### src/rtl/tick_sched_pkg.sv
// -----------------------------------------------------------------------------
// tick_sched_pkg
// Shared definitions for the tick scheduler: default sizing, the divisor
// value every channel wakes up with, the config FSM state encoding and the
// channel-index type.
// -----------------------------------------------------------------------------
package tick_sched_pkg;

  localparam int NUM_CH_DEF  = 4;
  localparam int CNT_W_DEF   = 16;
  localparam int DIV_RST_DEF = (1 << CNT_W_DEF) - 1;

  // Config handshake FSM: IDLE accepts a write, PEND holds it until the
  // target channel reaches a safe boundary.
  typedef enum logic {
    CFG_IDLE,
    CFG_PEND
  } cfgState_t;

  typedef logic [$clog2(NUM_CH_DEF)-1:0] chIdx_t;

endpackage

### src/rtl/tick_channel.sv
// -----------------------------------------------------------------------------
// tick_channel
// One tick channel: an up-counter running 0..div, its divisor register and a
// registered single-cycle tick strobe.
//
// Ports:
//   clock      system clock, rising edge
//   reset_n    synchronous active-low reset
//   i_en       run enable; low holds the counter at 0 with no tick
//   i_clr      clear counter and suppress tick (phase sync / step-mode exit)
//   i_ovr      override: counter held at 0, tick taken from i_ovrTick
//   i_ovrTick  tick value used while i_ovr is high
//   i_load     write i_loadDiv into the divisor register
//   i_loadDiv  new divisor
//   o_wrap     this edge is a normal terminal-count wrap
//   o_tick     registered tick strobe
// -----------------------------------------------------------------------------
module tick_channel
  import tick_sched_pkg::*;
#(
  parameter int CNT_W   = CNT_W_DEF,
  parameter int DIV_RST = DIV_RST_DEF
) (
  input  logic             clock,
  input  logic             reset_n,
  input  logic             i_en,
  input  logic             i_clr,
  input  logic             i_ovr,
  input  logic             i_ovrTick,
  input  logic             i_load,
  input  logic [CNT_W-1:0] i_loadDiv,
  output logic             o_wrap,
  output logic             o_tick
);

  logic [CNT_W-1:0] r_cnt;
  logic [CNT_W-1:0] r_div;
  logic             r_tick;

  // A wrap only counts when the channel is genuinely free-running; a clear
  // or override on the same edge steals it, so no tick and no apply-on-wrap.
  assign o_wrap = i_en & ~i_clr & ~i_ovr & (r_cnt == r_div);
  assign o_tick = r_tick;

  // Counter and tick flop. Clear beats override so a phase sync silences
  // every channel, including channel 0 in step mode.
  always_ff @(posedge clock) begin
    if (!reset_n) begin
      r_cnt  <= '0;
      r_tick <= 1'b0;
    end else if (i_clr) begin
      r_cnt  <= '0;
      r_tick <= 1'b0;
    end else if (i_ovr) begin
      r_cnt  <= '0;
      r_tick <= i_ovrTick;
    end else if (!i_en) begin
      r_cnt  <= '0;
      r_tick <= 1'b0;
    end else if (r_cnt == r_div) begin
      r_cnt  <= '0;
      r_tick <= 1'b1;
    end else begin
      r_cnt  <= r_cnt + CNT_W'(1);
      r_tick <= 1'b0;
    end
  end

  // Divisor register. Loads are only requested at counter restarts, so the
  // running count can never be stranded above a smaller divisor.
  always_ff @(posedge clock) begin
    if (!reset_n) begin
      r_div <= CNT_W'(DIV_RST);
    end else if (i_load) begin
      r_div <= i_loadDiv;
    end
  end

endmodule

### src/rtl/tick_scheduler.sv
// -----------------------------------------------------------------------------
// tick_scheduler
// Clock-enable scheduler: NUM_CH channels each emit a one-cycle tick every
// div+1 cycles. Divisors are written over a valid/ready handshake and applied
// at the target's terminal count. Channel 0 has a single-step debug mode.
//
// Ports:
//   clock      system clock, rising edge
//   reset_n    synchronous active-low reset
//   ch_en      per-channel run enable
//   cfg_valid  divisor write request
//   cfg_ready  scheduler can accept a write (registered)
//   cfg_ch     target channel of the write
//   cfg_div    new divisor (period = div+1)
//   cfg_sync   one-cycle pulse: clear every counter, apply any pending write
//   step_mode  channel 0 ticks only on rising edges of step_req
//   step_req   step request level
//   tick       registered tick strobes
// -----------------------------------------------------------------------------
module tick_scheduler
  import tick_sched_pkg::*;
#(
  parameter int NUM_CH  = NUM_CH_DEF,
  parameter int CNT_W   = CNT_W_DEF,
  parameter int DIV_RST = (1 << CNT_W) - 1
) (
  input  logic                      clock,
  input  logic                      reset_n,
  input  logic [NUM_CH-1:0]         ch_en,
  input  logic                      cfg_valid,
  output logic                      cfg_ready,
  input  logic [$clog2(NUM_CH)-1:0] cfg_ch,
  input  logic [CNT_W-1:0]          cfg_div,
  input  logic                      cfg_sync,
  input  logic                      step_mode,
  input  logic                      step_req,
  output logic [NUM_CH-1:0]         tick
);

  localparam int IDX_W = $clog2(NUM_CH);

  cfgState_t        r_state;
  logic             r_cfgReady;
  logic [IDX_W-1:0] r_pendCh;
  logic [CNT_W-1:0] r_pendDiv;
  logic             r_stepPrev;
  logic             r_stepModeD;

  logic [NUM_CH-1:0] w_wrap;
  logic [NUM_CH-1:0] w_load;
  logic [NUM_CH-1:0] w_tick;
  logic              w_apply;
  logic              w_stepEdge;
  logic              w_modeExit;

  assign cfg_ready = r_cfgReady;
  assign tick      = w_tick;

  // The pending divisor lands when its channel wraps, sits disabled, or a
  // phase sync restarts everything -- all points where the counter is at 0.
  assign w_apply = (r_state == CFG_PEND) &
                   (w_wrap[r_pendCh] | ~ch_en[r_pendCh] | cfg_sync);

  assign w_stepEdge = step_req & ~r_stepPrev;

  // Leaving step mode restarts channel 0 from 0; entering is covered by the
  // override, which already holds the counter at 0.
  assign w_modeExit = r_stepModeD & ~step_mode;

  // Config FSM with registered ready. Ready stays low through reset and
  // rises on the first released edge; out-of-range writes are swallowed.
  always_ff @(posedge clock) begin
    if (!reset_n) begin
      r_state    <= CFG_IDLE;
      r_cfgReady <= 1'b0;
      r_pendCh   <= '0;
      r_pendDiv  <= '0;
    end else begin
      case (r_state)
        CFG_IDLE: begin
          r_cfgReady <= 1'b1;
          if (cfg_valid && r_cfgReady && (int'(cfg_ch) < NUM_CH)) begin
            r_pendCh   <= cfg_ch;
            r_pendDiv  <= cfg_div;
            r_state    <= CFG_PEND;
            r_cfgReady <= 1'b0;
          end
        end
        CFG_PEND: begin
          if (w_apply) begin
            r_state    <= CFG_IDLE;
            r_cfgReady <= 1'b1;
          end
        end
        default: begin
          r_state    <= CFG_IDLE;
          r_cfgReady <= 1'b0;
        end
      endcase
    end
  end

  // Previous-cycle copies of step_req and step_mode for edge detection.
  always_ff @(posedge clock) begin
    if (!reset_n) begin
      r_stepPrev  <= 1'b0;
      r_stepModeD <= 1'b0;
    end else begin
      r_stepPrev  <= step_req;
      r_stepModeD <= step_mode;
    end
  end

  // Channel array; only channel 0 sees the step-mode override and clear.
  for (genvar i = 0; i < NUM_CH; i++) begin : g_ch
    assign w_load[i] = w_apply & (r_pendCh == IDX_W'(i));
    if (i == 0) begin : g_step
      tick_channel #(
        .CNT_W   (CNT_W),
        .DIV_RST (DIV_RST)
      ) u_ch (
        .clock     (clock),
        .reset_n   (reset_n),
        .i_en      (ch_en[i]),
        .i_clr     (cfg_sync | w_modeExit),
        .i_ovr     (step_mode),
        .i_ovrTick (w_stepEdge),
        .i_load    (w_load[i]),
        .i_loadDiv (r_pendDiv),
        .o_wrap    (w_wrap[i]),
        .o_tick    (w_tick[i])
      );
    end else begin : g_plain
      tick_channel #(
        .CNT_W   (CNT_W),
        .DIV_RST (DIV_RST)
      ) u_ch (
        .clock     (clock),
        .reset_n   (reset_n),
        .i_en      (ch_en[i]),
        .i_clr     (cfg_sync),
        .i_ovr     (1'b0),
        .i_ovrTick (1'b0),
        .i_load    (w_load[i]),
        .i_loadDiv (r_pendDiv),
        .o_wrap    (w_wrap[i]),
        .o_tick    (w_tick[i])
      );
    end
  end

endmodule

### config.mk
export PLATFORM = sky130hd
export DESIGN_NAME = tick_scheduler
export DESIGN_NICKNAME = d
export VERILOG_FILES = /design/src/rtl/tick_sched_pkg.sv /design/src/rtl/tick_channel.sv /design/src/rtl/tick_scheduler.sv
export SDC_FILE = /design/constraint.sdc
export NUM_CORES = 1
export LEC_CHECK = 0
export ABC_AREA = 1
export CELL_PAD_IN_SITES_DETAIL_PLACEMENT = 2
export CELL_PAD_IN_SITES_GLOBAL_PLACEMENT = 2
export CORE_MARGIN = 3
export CORE_UTILIZATION = 35
export DETAILED_ROUTE_END_ITERATION = 7
export PLACE_DENSITY_LB_ADDON = 0.1
export SYNTH_ARGS = -nofsm -noshare
export SYNTH_HDL_FRONTEND = slang
export SYNTH_HIERARCHICAL = 1
export SYNTH_SLANG_ARGS = --single-unit
### constraint.sdc
create_clock -name clock -period 2.35 [get_ports clock]
set_input_delay 0.3525 -clock clock [delete_from_list [all_inputs] [get_ports clock]]
set_output_delay 0.3525 -clock clock [all_outputs]
set_load 0.05 [all_outputs]
==> results.sh <==
export IMPL_status="finished, violations left"
export IMPL_violations="setup timing"
export IMPL_grt_use_total=0.2328
export IMPL_wl_per_cell_um=23.51
export IMPL_required_ns=2.63
export IMPL_yosysSeqAreaShare=0.4159
export IMPL_max_cap_violations=0
export IMPL_fin_setup_tns_ns=-11.24
export IMPL_cts_tree="built"
export IMPL_rsz0062_at_grt="yes"
export IMPL_synthDistinctLibCells=28
export IMPL_drc_errors=0
export IMPL_critPathBufInv=3
export IMPL_tightest_slew_ns=0.6874
export IMPL_max_freq_mhz=381.5
export IMPL_placed_cells=1399
export IMPL_yosys_warnings=6
export IMPL_core_um2=20490
export IMPL_post_place_ws_ns=-0.1946
export IMPL_fin_util=0.4871
export IMPL_maxSlewViolCount=0
export IMPL_grt_pass1_wl_mm=41.13
export IMPL_drt_first_pass_iters=5
export IMPL_power_switching_mw=1.588
export IMPL_first_global_vias=7632
export IMPL_critPathArrivalTime_ns=2.91
export IMPL_total_power_mw=6.219
export IMPL_initial_core_util=0.3617
export IMPL_first_iter_violations=336
export IMPL_period_minus_slack_ns=2.621
export IMPL_drt_total_wl_mm=34.57
export IMPL_crit_top_cell="nand2_1"
export IMPL_critPathMaxStageDelay_ns=0.37
export IMPL_crit_path_max_fanout=8
export IMPL_clock_skew_ns=0.01244
export IMPL_grt_antenna_before_repair=0
export IMPL_cts_buffers=17
export IMPL_swShare=0.2553
export IMPL_yosysTopAreaCell="dfxtp_1"
export IMPL_clock_sinks=154
export IMPL_gp_congestion=0.7542
export IMPL_grt_max_degree=60
export IMPL_end_kind="flip-flop"
export IMPL_hold_class="input port to flip-flop"
export IMPL_cp_slowest_cell="dfxtp_2"
export IMPL_power_static_leakage_nw=4.248
export IMPL_mappedNetlistArea_um2=7413
export IMPL_drive_gt1_frac=0.2875
export IMPL_netlist_top_cells_area="dfxtp_1, nand2_1, inv_1, nor2_1, o211ai_1"
export IMPL_p_seq_frac=0.446
export IMPL_ys_ff_latch=154
export IMPL_die_w_um=151.5
export IMPL_cts_hold_buffers=0
export IMPL_rows=52
export IMPL_slew_headroom=0.5411
export IMPL_path_class="flip-flop to flip-flop"
export IMPL_clock_latency_ns=0.44
export IMPL_cts_max_path_buffers=2
export IMPL_antenna_left=0
export IMPL_port_buffers=32
export IMPL_vdd_drop_max_mv=0.4328
export IMPL_synth_top_area_frac=0.4159
export IMPL_start_kind="flip-flop"
export IMPL_setup_viol=64
export IMPL_clockPowerShare=0.495
export IMPL_final_nets=1219
export IMPL_crit_chain="inv_2 -> nand2_1 -> nand2_1 -> nor2_1 -> nand2_1 -> nor2_4 -> nand3_2 -> nor2_2 -> nand3_1 -> nand3_1 -> nor2_2 -> nand2_2 -> nand2_4 -> nor3_4 -> buf_6 -> clkbuf_16 -> o211ai_1"
export IMPL_die_area_um2=22960
export IMPL_fin_cells=1470
export IMPL_h_tree_depth=4
export IMPL_clk_pin_slew_ns=0.07
export IMPL_vias_per_cell=5.211
export IMPL_area_growth_pct=34.67
export IMPL_dpl_hpwl_mm=16.89
export IMPL_power_density_nw_per_um2=623.0
export IMPL_hold_violations=0
export IMPL_grt_overflow=0
export IMPL_timing_critical_path_max_delay_family="simple AND/OR/NAND/NOR gates"
export IMPL_antenna_diode_count=0
export IMPL_clock_root_buffer="clkbuf_16"
export IMPL_postSynthCellCount=1059
export IMPL_internal_power_mw=4.631
export IMPL_fin_crit_sh=1.115
export IMPL_dr_total_vias=7660
export IMPL_fin_ws_ns=-0.2713
export IMPL_combPwrFrac=0.059
export IMPL_avgSynthCellArea_um2=7.000
export IMPL_dieHeight_um=151.5
export IMPL_ioPinCount=33
## power by group through the flow
stage / Combinational [mW] / Sequential, mW / Clock [mW]
after global placement: 0.277 / 2.81 / 0
final: 0.366 / 2.77 / 3.08
after detailed placement: 0.288 / 2.81 / 0
after global routing: 0.394 / 2.77 / 3.24
after CTS: 0.298 / 2.76 / 3.06
after floorplan: 0.155 / 2.77 / 0
## per-layer routing
metal / wire (um) / vias up / part of all wire / GRT usage
li1: - / 3533 / - / -
met1: 14010 / 3842 / 0.41 / 0.2841
met2: 17850 / 189 / 0.52 / 0.4154
met3: 1160 / 96 / 0.034 / 0.03867
met4: 1549 / 0 / 0.045 / 0.07817
met5: 0 / - / 0 / 0
## stage by stage
stage,instance area [um^2],hold slack [ns]
2_1_floorplan,7455,0.4460
3_3_place_gp,8429,0.4649
3_5_place_dp,8429,0.4739
4_1_cts,9336,0.2640
5_1_grt,9983,0.3026
6_report,9983,0.2752
## path summary, 6_finish.rpt
kind | start | endpoint | slack (ns) | cells past startpoint
max | g_ch[3].g_plain.u_ch/r_cnt[2] | g_ch[1].g_plain.u_ch/r_div[15] | -0.27 | 17
min | reset_n | g_ch[2].g_plain.u_ch/o_tick | 0.28 | 3
max reg2reg | g_ch[3].g_plain.u_ch/r_cnt[2] | g_ch[1].g_plain.u_ch/r_div[15] | -0.27 | 17
min reg2reg | g_ch[1].g_plain.u_ch/r_div[5] | g_ch[1].g_plain.u_ch/r_div[5] | 0.49 | 2
## worst min-delay path: cells and delay by family
| family | cells | cell delay (ns) |
|---|---|---|
| buffers and inverters | 1 | 0.16 |
| AND/OR/NAND/NOR | 1 | 0.11 |
| AO/OA/AOI/OAI | 1 | 0.05 |
## layout make-up
| class | count | area, um^2 |
|---|---|---|
| fillers | 2314 | 10510 |
| inverters | 147 | 556.8 |
| flip-flops and latches | 154 | 3173 |
| clock buffers | 22 | 464.2 |
| repair buffers | 127 | 1246 |
| multi-input cells | 740 | 4041 |
| well taps | 270 | 337.8 |
| clock inverters | 10 | 163.9 |
## kinds of logic after synthesis
logic type / synth area share
XOR/XNOR: 0.05435
flip-flops: 0.4159
adder cells (fa/ha/maj): 0.006751
AO/OA/AOI/OAI: 0.09198
other: 0.0005058
buffers and inverters: 0.09553
AND/OR/NAND/NOR: 0.3350
## synth_stat cells
cell / n
a21oi_1: 20
a21oi_2: 1
buf_12: 1
buf_2: 7
buf_6: 3
clkbuf_1: 18
conb_1: 1
dfxtp_1: 154
ha_1: 4
inv_1: 138
inv_2: 9
nand2_1: 329
nand2_2: 10
nand2_4: 2
nand3_1: 27
nand3_2: 11
nand4_1: 9
nor2_1: 130
nor2_2: 28
nor2_4: 6
nor3_1: 17
nor3_2: 3
nor3_4: 1
o211ai_1: 61
o21ai_0: 18
o21ai_1: 5
xnor2_1: 5
xor2_1: 41
## sequential cells by signal, indices dropped and copies added, names as in the netlist, 2 cells and up
register and flops:
g_ch.g_plain.u_ch/o_tick 3, g_ch.g_plain.u_ch/r_cnt 48, g_ch.g_plain.u_ch/r_div 48, g_ch.g_step.u_ch/r_cnt 16, g_ch.g_step.u_ch/r_div 16, r_pendCh 2
r_pendDiv 16
## cell usage in the layout (no fill, tap or decap), types with 13 or more instances in the layout
master	count
a21oi_1	20
buf_4	72
clkbuf_16	22
clkdlybuf4s50_1	31
dfxtp_1	100
dfxtp_2	45
inv_1	130
inv_2	15
nand2_1	274
nand2_2	53
nand2_4	14
nand3_1	20
nand3_2	17
nor2_1	109
nor2_2	41
nor2_4	14
nor3_1	13
o211ai_1	61
o21ai_0	18
xor2_1	41
## what timing repair did
action                                 4_1_cts  5_1_grt
buffers inserted                            15       15
cloned                                       1       10
endpoints found under the hold margin        0        0
pin swaps                                    7       72
setup endpoints to repair                   64       64
gates resized for setup                     51      152
Power figures use the tool's default switching activity.
